$ cat config.mk
export PLATFORM = sky130hd
export DESIGN_NAME = seq_alu_flat
export DESIGN_NICKNAME = d
export VERILOG_FILES = /design/src/rtl/alu_pkg.sv /design/src/rtl/seq_alu_if.sv /design/src/rtl/alu_comb_core.sv /design/src/rtl/seq_alu.sv /design/src/flat_wrapper.sv
export SDC_FILE = /design/constraint.sdc
export NUM_CORES = 1
export LEC_CHECK = 0
export CELL_PAD_IN_SITES_DETAIL_PLACEMENT = 0
export CELL_PAD_IN_SITES_GLOBAL_PLACEMENT = 1
export CORE_MARGIN = 2
export CORE_UTILIZATION = 40
export DETAILED_ROUTE_END_ITERATION = 12
export GPL_ROUTABILITY_DRIVEN = 0
export PLACE_DENSITY_LB_ADDON = 0.1
export SYNTH_ARGS = -nofsm -noshare
export SYNTH_HDL_FRONTEND = slang
export SYNTH_SLANG_ARGS = --single-unit
$ cat constraint.sdc
create_clock -name clk -period 13.1 [get_ports clk]
set_clock_uncertainty 0.05 [all_clocks]
set_input_delay 3.275 -clock clk [delete_from_list [all_inputs] [get_ports clk]]
set_output_delay 3.275 -clock clk [all_outputs]
set_load 0.05 [all_outputs]
$ cat src/rtl/alu_pkg.sv
// Shared ALU definitions: operation select codes, ALUOp values from the decoder,
// FSM state encoding and the flag bundle used by the execute-stage ALU.
package alu_pkg;

  localparam logic [3:0] AluAnd  = 4'b0000;
  localparam logic [3:0] AluOr   = 4'b0001;
  localparam logic [3:0] AluAdd  = 4'b0010;
  localparam logic [3:0] AluXor  = 4'b0011;
  localparam logic [3:0] AluSub  = 4'b0110;
  localparam logic [3:0] AluSlt  = 4'b0111;
  localparam logic [3:0] AluSltu = 4'b1000;
  localparam logic [3:0] AluSll  = 4'b1001;
  localparam logic [3:0] AluSrl  = 4'b1010;
  localparam logic [3:0] AluSra  = 4'b1011;

  // ALUOp values driven by the main decoder into the ALU control unit
  localparam logic [1:0] AluOpMem    = 2'b00;
  localparam logic [1:0] AluOpBranch = 2'b01;
  localparam logic [1:0] AluOpFunct  = 2'b10;
  localparam logic [1:0] AluOpImm    = 2'b11;

  typedef enum logic [1:0] {
    StIdle  = 2'd0,
    StShift = 2'd1,
    StDone  = 2'd2
  } state_e;

  typedef struct packed {
    logic zf;
    logic cf;
    logic vf;
    logic sf;
  } flags_t;

  function automatic logic is_shift_sel(input logic [3:0] sel);
    return (sel == AluSll) || (sel == AluSrl) || (sel == AluSra);
  endfunction

endpackage

$ cat src/rtl/seq_alu_if.sv
// Handshake bundle between the issue logic (master) and the sequential ALU (slave).
interface seq_alu_if #(
  parameter int unsigned WIDTH = 32
);
  logic             in_valid;
  logic             in_ready;
  logic [3:0]       alu_sel;
  logic [WIDTH-1:0] op_a;
  logic [WIDTH-1:0] op_b;
  logic             out_valid;
  logic             out_ready;
  logic [WIDTH-1:0] result;
  logic             zf;
  logic             cf;
  logic             vf;
  logic             sf;
  logic             busy;

  modport master (
    output in_valid, alu_sel, op_a, op_b, out_ready,
    input  in_ready, out_valid, result, zf, cf, vf, sf, busy
  );

  modport slave (
    input  in_valid, alu_sel, op_a, op_b, out_ready,
    output in_ready, out_valid, result, zf, cf, vf, sf, busy
  );
endinterface

$ cat src/rtl/alu_comb_core.sv
// Single-cycle datapath for logic, add/sub and compare ops with flags.
// Shift and unknown codes yield zero result and zero flags here.
module alu_comb_core
  import alu_pkg::*;
#(
  parameter int unsigned WIDTH = 32
) (
  input  logic [3:0]       alu_sel,
  input  logic [WIDTH-1:0] a,
  input  logic [WIDTH-1:0] b,
  output logic [WIDTH-1:0] result,
  output flags_t           flags
);

  logic             is_sub;
  logic             known;
  logic [WIDTH-1:0] b_eff;
  logic [WIDTH:0]   sum;

  always_comb begin
    is_sub = (alu_sel == AluSub);
    b_eff  = is_sub ? ~b : b;
    sum    = {1'b0, a} + {1'b0, b_eff} + {{WIDTH{1'b0}}, is_sub};
    result = '0;
    flags  = '0;
    known  = 1'b1;
    case (alu_sel)
      AluAnd:  result = a & b;
      AluOr:   result = a | b;
      AluXor:  result = a ^ b;
      AluAdd, AluSub: begin
        result   = sum[WIDTH-1:0];
        flags.cf = sum[WIDTH];
        flags.vf = (a[WIDTH-1] == b_eff[WIDTH-1]) && (sum[WIDTH-1] != a[WIDTH-1]);
      end
      AluSlt:  result = {{(WIDTH-1){1'b0}}, $signed(a) < $signed(b)};
      AluSltu: result = {{(WIDTH-1){1'b0}}, a < b};
      default: known = 1'b0;
    endcase
    // unknown codes report all flags clear, including zf
    flags.zf = known && (result == '0);
    flags.sf = result[WIDTH-1];
  end

endmodule

$ cat src/rtl/seq_alu.sv
// Execute-stage ALU: single-cycle logic/arith via alu_comb_core, iterative one-bit-per-cycle
// shifter, valid/ready on both sides with back-to-back retire/accept in DONE.
module seq_alu
  import alu_pkg::*;
#(
  parameter int unsigned WIDTH   = 32,
  parameter int unsigned SHAMT_W = 5
) (
  input logic     clk,
  input logic     rst,
  seq_alu_if.slave bus
);

  localparam logic [SHAMT_W-1:0] CntOne = SHAMT_W'(1);

  state_e             state_q, state_d;
  logic [WIDTH-1:0]   shreg_q, shreg_d;
  logic [SHAMT_W-1:0] cnt_q, cnt_d;
  logic [3:0]         shsel_q, shsel_d;
  logic [WIDTH-1:0]   result_q, result_d;
  flags_t             flags_q, flags_d;

  logic [WIDTH-1:0]   core_result;
  flags_t             core_flags;
  logic [WIDTH-1:0]   shifted;
  logic [SHAMT_W-1:0] shamt;
  logic               in_ready, out_valid, busy;

  alu_comb_core #(
    .WIDTH (WIDTH)
  ) u_core (
    .alu_sel (bus.alu_sel),
    .a       (bus.op_a),
    .b       (bus.op_b),
    .result  (core_result),
    .flags   (core_flags)
  );

  assign shamt = bus.op_b[SHAMT_W-1:0];

  always_comb begin
    case (shsel_q)
      AluSll:  shifted = {shreg_q[WIDTH-2:0], 1'b0};
      AluSrl:  shifted = {1'b0, shreg_q[WIDTH-1:1]};
      default: shifted = {shreg_q[WIDTH-1], shreg_q[WIDTH-1:1]};
    endcase
  end

  always_comb begin
    state_d   = state_q;
    shreg_d   = shreg_q;
    cnt_d     = cnt_q;
    shsel_d   = shsel_q;
    result_d  = result_q;
    flags_d   = flags_q;
    in_ready  = 1'b0;
    out_valid = 1'b0;
    busy      = 1'b0;

    case (state_q)
      StIdle: in_ready = 1'b1;
      StShift: begin
        busy = 1'b1;
        if (cnt_q == CntOne) begin
          state_d  = StDone;
          cnt_d    = '0;
          result_d = shifted;
          flags_d  = '{zf: (shifted == '0), cf: 1'b0, vf: 1'b0, sf: shifted[WIDTH-1]};
        end else begin
          shreg_d = shifted;
          cnt_d   = cnt_q - CntOne;
        end
      end
      StDone: begin
        out_valid = 1'b1;
        in_ready  = bus.out_ready;
        if (bus.out_ready && !bus.in_valid) begin
          state_d = StIdle;
        end
      end
      default: state_d = StIdle;
    endcase

    // accept overrides the DONE->IDLE transition so retire and issue share a cycle
    if (in_ready && bus.in_valid) begin
      if (is_shift_sel(bus.alu_sel) && (shamt != '0)) begin
        state_d = StShift;
        shreg_d = bus.op_a;
        cnt_d   = shamt;
        shsel_d = bus.alu_sel;
      end else if (is_shift_sel(bus.alu_sel)) begin
        state_d  = StDone;
        result_d = bus.op_a;
        flags_d  = '{zf: (bus.op_a == '0), cf: 1'b0, vf: 1'b0, sf: bus.op_a[WIDTH-1]};
      end else begin
        state_d  = StDone;
        result_d = core_result;
        flags_d  = core_flags;
      end
    end
  end

  always_ff @(posedge clk) begin
    if (!rst) begin
      state_q  <= StIdle;
      shreg_q  <= '0;
      cnt_q    <= '0;
      shsel_q  <= AluSll;
      result_q <= '0;
      flags_q  <= '0;
    end else begin
      state_q  <= state_d;
      shreg_q  <= shreg_d;
      cnt_q    <= cnt_d;
      shsel_q  <= shsel_d;
      result_q <= result_d;
      flags_q  <= flags_d;
    end
  end

  assign bus.in_ready  = in_ready;
  assign bus.out_valid = out_valid;
  assign bus.busy      = busy;
  assign bus.result    = result_q;
  assign bus.zf        = flags_q.zf;
  assign bus.cf        = flags_q.cf;
  assign bus.vf        = flags_q.vf;
  assign bus.sf        = flags_q.sf;

endmodule

$ cat src/flat_wrapper.sv
// flat-port wrapper written by rule: the top's interface ports become plain ports
module seq_alu_flat import alu_pkg::*;
#(
  parameter int unsigned WIDTH   = 32,
  parameter int unsigned SHAMT_W = 5
)
  (clk, rst, bus_in_valid, bus_alu_sel, bus_op_a, bus_op_b, bus_out_ready, bus_in_ready, bus_out_valid, bus_result, bus_zf, bus_cf, bus_vf, bus_sf, bus_busy);
  seq_alu_if #(.WIDTH(WIDTH)) bus_i ();
  input logic clk;
  input logic rst;
  input wire logic [$bits(bus_i.in_valid)-1:0] bus_in_valid;
  input wire logic [$bits(bus_i.alu_sel)-1:0] bus_alu_sel;
  input wire logic [$bits(bus_i.op_a)-1:0] bus_op_a;
  input wire logic [$bits(bus_i.op_b)-1:0] bus_op_b;
  input wire logic [$bits(bus_i.out_ready)-1:0] bus_out_ready;
  output wire logic [$bits(bus_i.in_ready)-1:0] bus_in_ready;
  output wire logic [$bits(bus_i.out_valid)-1:0] bus_out_valid;
  output wire logic [$bits(bus_i.result)-1:0] bus_result;
  output wire logic [$bits(bus_i.zf)-1:0] bus_zf;
  output wire logic [$bits(bus_i.cf)-1:0] bus_cf;
  output wire logic [$bits(bus_i.vf)-1:0] bus_vf;
  output wire logic [$bits(bus_i.sf)-1:0] bus_sf;
  output wire logic [$bits(bus_i.busy)-1:0] bus_busy;
  assign bus_i.in_valid = bus_in_valid;
  assign bus_i.alu_sel = bus_alu_sel;
  assign bus_i.op_a = bus_op_a;
  assign bus_i.op_b = bus_op_b;
  assign bus_i.out_ready = bus_out_ready;
  assign bus_in_ready = bus_i.in_ready;
  assign bus_out_valid = bus_i.out_valid;
  assign bus_result = bus_i.result;
  assign bus_zf = bus_i.zf;
  assign bus_cf = bus_i.cf;
  assign bus_vf = bus_i.vf;
  assign bus_sf = bus_i.sf;
  assign bus_busy = bus_i.busy;
  seq_alu #(.WIDTH(WIDTH), .SHAMT_W(SHAMT_W)) u_core (.clk(clk), .rst(rst), .bus(bus_i));
endmodule
==> results of run 1 <==
## critical path, cell delays in order
cell and delay (ps):
clkdlybuf4s50_1 450, inv_1 30, a21oi_1 340, clkdlybuf4s50_1 880
## power by group
part | switching (mW) | total (mW) | internal (mW)
registers | 0.0170 | 0.275 | 0.258
logic | 0.226 | 0.370 | 0.144
clock network | 0.101 | 0.239 | 0.138
## Yosys cell counts, types with 3 or more instances
| cell | instances | area (um2) |
|---|---|---|
| ha_1 | 135 | 1690 |
| nand2_1 | 130 | 488 |
| a21oi_1 | 125 | 626 |
| inv_1 | 88 | 330 |
| o21ai_0 | 85 | 425 |
| dfxtp_1 | 79 | 1580 |
| nor2_1 | 70 | 263 |
| clkbuf_1 | 54 | 203 |
| o211ai_1 | 47 | 353 |
| xnor2_1 | 46 | 403 |
| mux2i_1 | 35 | 350 |
| a221oi_1 | 34 | 298 |
| nor4_1 | 26 | 163 |
| a211oi_1 | 18 | 135 |
| nand3_1 | 12 | 60.1 |
| xor2_1 | 12 | 105 |
| nor3_1 | 10 | 50.1 |
| a21o_1 | 9 | 67.6 |
| nand4_1 | 9 | 56.3 |
| nor2b_1 | 8 | 50.1 |
| o21bai_1 | 8 | 60.1 |
| and3_1 | 7 | 43.8 |
| nand2b_1 | 7 | 43.8 |
| and2_1 | 6 | 37.5 |
| buf_1 | 6 | 22.5 |
| buf_2 | 6 | 30.0 |
| a31oi_1 | 5 | 31.3 |
| and4_1 | 5 | 43.8 |
| o31a_1 | 5 | 43.8 |
| o21a_1 | 4 | 30.0 |
| o31ai_1 | 4 | 30.0 |
| a211o_1 | 3 | 26.3 |
| a221o_1 | 3 | 30.0 |
| a41oi_1 | 3 | 26.3 |
| nand3b_1 | 3 | 22.5 |
| nor4b_1 | 3 | 26.3 |
| o2111ai_1 | 3 | 26.3 |
| o22ai_1 | 3 | 18.8 |
| o311ai_0 | 3 | 26.3 |
| or3_1 | 3 | 18.8 |
## final timing paths
kind	from	to	slack, ps	cells past startpoint
worst max-delay path	bus_out_ready	bus_in_ready	4800	4
worst min register to register	u_core.bus.cf$_SDFF_PN0_	u_core.bus.cf$_SDFF_PN0_	430	2
worst max register to register	u_core.shsel_q[0]$_SDFFE_PN1P_	u_core.bus.zf$_SDFF_PN0_	8950	11
worst min-delay path	u_core.bus.cf$_SDFF_PN0_	u_core.bus.cf$_SDFF_PN0_	430	2
## cell families (layout without fill, tap and decap cells)
logic type,count (synthesis),count (layout),synth area share (%)
buffers and inverters,158,226,7.00
multiplexers,36,36,4.13
AO/OA/AOI/OAI,382,382,28.1
AND/OR/NAND/NOR,315,315,17.4
flip-flops,79,79,18.1
XOR/XNOR,58,58,5.80
adder cells (fa/ha/maj),136,136,19.5
## stage by stage
step | area (um2) | worst slack (ps)
final | 10300 | 4800
after global routing | 10300 | 4670
after CTS | 10300 | 4790
after detailed placement | 10100 | 4680
after global placement | 10100 | 4750
after floorplan | 8750 | 5540
## sequential cells by signal (all words and copies together) (netlist names)
register	flops
u_core.cnt_q	5
u_core.bus.zf	1
u_core.bus.result	32
u_core.bus.cf	1
u_core.state_q	2
u_core.shreg_q	32
u_core.shsel_q	4
u_core.bus.vf	1
u_core.bus.sf	1
## cells in the final DEF, fill, tap and decap left out, drive strengths merged, types with 4 or more instances in the layout
master,netlist,final
nand2b,7,7
a211oi,18,18
and2,6,6
nand3,12,12
xnor2,46,46
clkdlybuf4s50,0,110
nor2b,8,8
ha,135,135
a21o,9,9
o21bai,8,8
and3,7,7
o31a,5,5
o21a,4,4
nor2,70,70
nand4,9,9
nor4,26,26
a221oi,35,35
and4,5,5
o31ai,4,4
xor2,12,12
o211ai,47,47
o22ai,4,4
nand2,130,130
mux2i,35,35
inv,88,88
nor3,12,12
a21oi,125,125
nor4b,4,4
o21ai,86,86
buf,14,11
dfxtp,79,79
a31oi,5,5
clkbuf,55,13
## area by class of cell
type                    instances  area [um2]  share of cell area, %
multi-input cells             927        6600                   63.9
flip-flops and latches         79        1580                   15.3
repair buffers                121        1180                   11.5
well taps                     280         350                   3.39
inverters                      89         334                   3.23
clock buffers                  13         260                   2.52
clock inverters                 3        17.5                  0.170
## routing by layer
| layer | global-route usage [%] | vias to the layer above | part of all wire [%] |
|---|---|---|---|
| met5 | 0 | - | 0 |
| met2 | 42.1 | 257 | 46 |
| met1 | 36.5 | 4212 | 47 |
| li1 | - | 4347 | - |
| met4 | 6.63 | 0 | 1.8 |
| met3 | 2.71 | 27 | 4.7 |
==> impl_metrics.ini, run 1 <==
[yosys]
synth_edf_count = 0
syn_nets = 1372
syn_inst = 1164
synth-main-ff-cell = dfxtp_1
async_reset_ff_share_pct = 0
yosysWarnings = 0
synth-seq-cells = 79
synth.cell_area_um2 = 8750
synth-seq-area-share_pct = 18.1
ys_types = 74
syn_avg_cell_area_um2 = 7.52

[die]
die_area_um2 = 23100
io_pins = 111
core_area_um2 = 21600
initial_core_util_pct = 40.5
die_w_um = 152
die_h_um = 152
rows = 54

[layout]
num-fill-cells = 2215
drive_above_1_share_pct = 3.65
final-instance-count-excl-fill = 1512
syn2layout_area_growth_pct = 18.0
nets = 1435
fin_util_pct = 47.8
num_antenna_cells = 0

[power]
p_leak_nw = 4.32
totalPowerFinal_mw = 0.884
irDropWorstVdd_mv = 0.0651
p_per_area_nw_per_um2 = 85.6

[timing]
hold_ws_ps = 426
fin_crit_ps = 8300
relSlewSlack_pct = 24.6
drv_slew = 0
fmaxAchievable_ghz = 0.120
worstMarginPinSlew_ps = 1130
rsz0062_at_grt = no
setup_viol = 0
finalHoldViolCount = 0
setup_tns_ps = 0
finalCritPeriodShare_pct = 63.4

[clock_tree]
post_cts.repair.setup_buffers = 0
htree_levels = 3
cts_buffers = 9
cts_tree = yes
worstSkewPairLatency_ps = 340
cts.sinks = 79
cts_resized = 0
cts_buffer_depth = 2
root_buffer = clkbuf_16
clk_transition_reported_paths_ps = 60
cts_hold_buf = 0

[drt]
avgRoutedWirePerCell_um = 20.4
dr.pass1.iters = 6
vias = 8843
finalWirelength_mm = 30.9
final_antenna_net_count = 0
routed_via_density = 5.85
drc = 0
drt_iter0_drc = 646

[flow_run]
cap_violations = 0

[placed_design]
dp_cells = 1496
portBuffers = 110
hpwlAfterDp_mm = 23.1

[global_route]
grt_max_degree = 62
grt_util_all_layers_pct = 25.9
grt_first_pass_wirelength_mm = 47.9
antenna_found_initial = 0
gr-total-overflow = 0
grt_pass1_vias = 8257

[critical_path]
worstPathRequired_ps = 9770
cp-end-kind = output port
cp-start-kind = primary input
path_max_fanout = 6
critPathKind = primary input to output port
critPathArrivalTime_ps = 4980

[status]
status = completed

[hold_path]
hold_path.class = flip-flop to flip-flop
Power figures use the tool's default switching activity.
==> inputs of run 2 (changes only) <==
- CORE_UTILIZATION: 40 -> 38
- clock period: 13.1 -> 7.3 ns (I/O delays scaled with it)
==> run 2 against run 1 <==
Global-route usage fell by 0.17 points. Clock power grew 86%. Core utilization decreased by 1.7 points. First-iteration DRC count fell by 18%. Sequential cell count stayed put. Critical endpoint is now u_core.bus.zf$_SDFF_PN0_. Largest cell class unchanged.
==> impl_metrics.ini, run 2 (synthesis results as in run 1) <==
[timing]
relSlewSlack_pct = 24.1
rsz0062_at_grt = no
worstMarginPinSlew_ps = 1140
drv_slew = 0
finalHoldViolCount = 0
setup_tns_ps = 0
setup_viol = 0
finalCritPeriodShare_pct = 88.2
fmaxAchievable_ghz = 0.155
fin_crit_ps = 6440

[placed_design]
portBuffers = 110
dp_cells = 1511
placed_cell_area_um2 = 10100
hpwlAfterDp_mm = 23.9

[layout]
syn2layout_area_growth_pct = 19.2
num_antenna_cells = 0
nets = 1445
final_cell_mix = ha_1 (135), nand2_1 (129), a21oi_1 (125)
final_common_cell = ha_1
final-instance-count-excl-fill = 1525
fin_util_pct = 46.1
final_area_um2 = 10400
drive_above_1_share_pct = 4.35
num-fill-cells = 2308

[global_route]
grt_util_all_layers_pct = 25.7
grt_first_pass_wirelength_mm = 48.6
grtUsageMet1_pct = 35.7
grt_max_degree = 62
grt.busiest_layer = met2
grt_pass1_vias = 8381
gr-total-overflow = 0
antenna_found_initial = 0
use_met3_pct = 2.19
met2_usage_pct = 42.8

[drt]
drc = 0
dr.pass1.iters = 5
final_antenna_net_count = 0
finalWirelength_mm = 31.2
routed_via_density = 5.80
vias = 8852
drt_iter0_drc = 531
avgRoutedWirePerCell_um = 20.4

[die]
die_area_um2 = 24300
die_w_um = 156
initial_core_util_pct = 38.7
io_pins = 111
die_h_um = 156
rows = 55
core_area_um2 = 22600

[power]
power_frac_comb_pct = 41.6
p_per_area_nw_per_um2 = 154
p_switching_mw = 0.618
p_clk_share_pct = 27.6
p_leak_nw = 4.37
irDropWorstVdd_mv = 0.124
pwr-share-seq_pct = 30.8
p_int_mw = 0.990
totalPowerFinal_mw = 1.61
switching_share_pct = 38.4

[hold_path]
hold_path.class = flip-flop to flip-flop
hold_path_end = u_core.bus.cf$_SDFF_PN0_
whs_path_depth = 2
hold_start = u_core.bus.cf$_SDFF_PN0_

[clock_tree]
clk_transition_reported_paths_ps = 60
cts_buffer_depth = 2
cts_tree = yes
post_cts.repair.setup_buffers = 0
cts_buffers = 9
htree_levels = 3
root_buffer = clkbuf_16
cts.sinks = 79
worstSkewPairLatency_ps = 340
cts_resized = 0
cts_hold_buf = 0

[critical_path]
worstPathRequired_ps = 7530
regToRegEndpoint = u_core.bus.zf$_SDFF_PN0_
critPathArrivalTime_ps = 6670
cp-start-kind = primary input
r2r_cells = 11
reg2reg_from = u_core.shsel_q[0]$_SDFFE_PN1P_
path_max_fanout = 17
cp-end-kind = flip-flop
critPathKind = primary input to flip-flop
regToRegSetupSlack_ps = 3220

[flow_run]
cap_violations = 0

[status]
status = completed
## run 2: worst max-delay path, cell delays in order
cell and delay (ps):
clkdlybuf4s50_1 610, nor4bb_4 710, buf_12 260, xnor2_1 130
ha_1 320, a41oi_1 230, o21ai_0 150, or3_1 350
o22ai_2 350, o21bai_1 190, a21boi_1 210, xnor2_1 80
a221oi_1 560, and4_1 290, and4_1 210, a41o_1 170
## run 2: area by class of cell
type	instances	area, um2	share of cell area, %
repair buffers	131	1270	12.2
flip-flops and latches	79	1580	15.2
inverters	89	334	3.20
multi-input cells	927	6600	63.3
well taps	285	357	3.42
clock buffers	14	284	2.72
## run 2: layer usage
layer	routed length, um	part of all wire, %
met1	14700	47
met2	14500	47
met3	1280	4.1
met4	693	2.2
met5	0	0
## run 2: per-stage QoR
step	setup slack (ps)	hold slack [ps]
after CTS	915	430
final	864	430
after global routing	577	466
after global placement	615	418
after detailed placement	606	422
after floorplan	1710	405
## run 2: worst max path at each step
stage / endpoint / slack (ps) / startpoint / cells after the start
after floorplan: u_core.bus.zf$_SDFF_PN0_ / 1710 / bus_alu_sel[0] / 16
after global placement: u_core.bus.zf$_SDFF_PN0_ / 620 / bus_alu_sel[3] / 16
after detailed placement: u_core.bus.zf$_SDFF_PN0_ / 610 / bus_alu_sel[3] / 16
after CTS: u_core.bus.zf$_SDFF_PN0_ / 920 / bus_alu_sel[3] / 16
after global routing: u_core.bus.zf$_SDFF_PN0_ / 580 / bus_alu_sel[3] / 16
final: u_core.bus.zf$_SDFF_PN0_ / 860 / bus_alu_sel[3] / 16
## run 2: power by group through the flow
stage | sequential, mW | combinational (mW) | clock, mW
floorplan | 0.552 | 0.379 | 0
global placement | 0.504 | 0.663 | 0
detailed placement | 0.504 | 0.662 | 0
CTS | 0.495 | 0.665 | 0.446
global route | 0.499 | 0.731 | 0.468
finish | 0.495 | 0.668 | 0.445
==> inputs of run 3 (changes only) <==
- HOLD_SLACK_MARGIN: not set -> 0.06
==> results of run 3 <==
The final DEF is identical to that of run 2; final timing and power are the same.
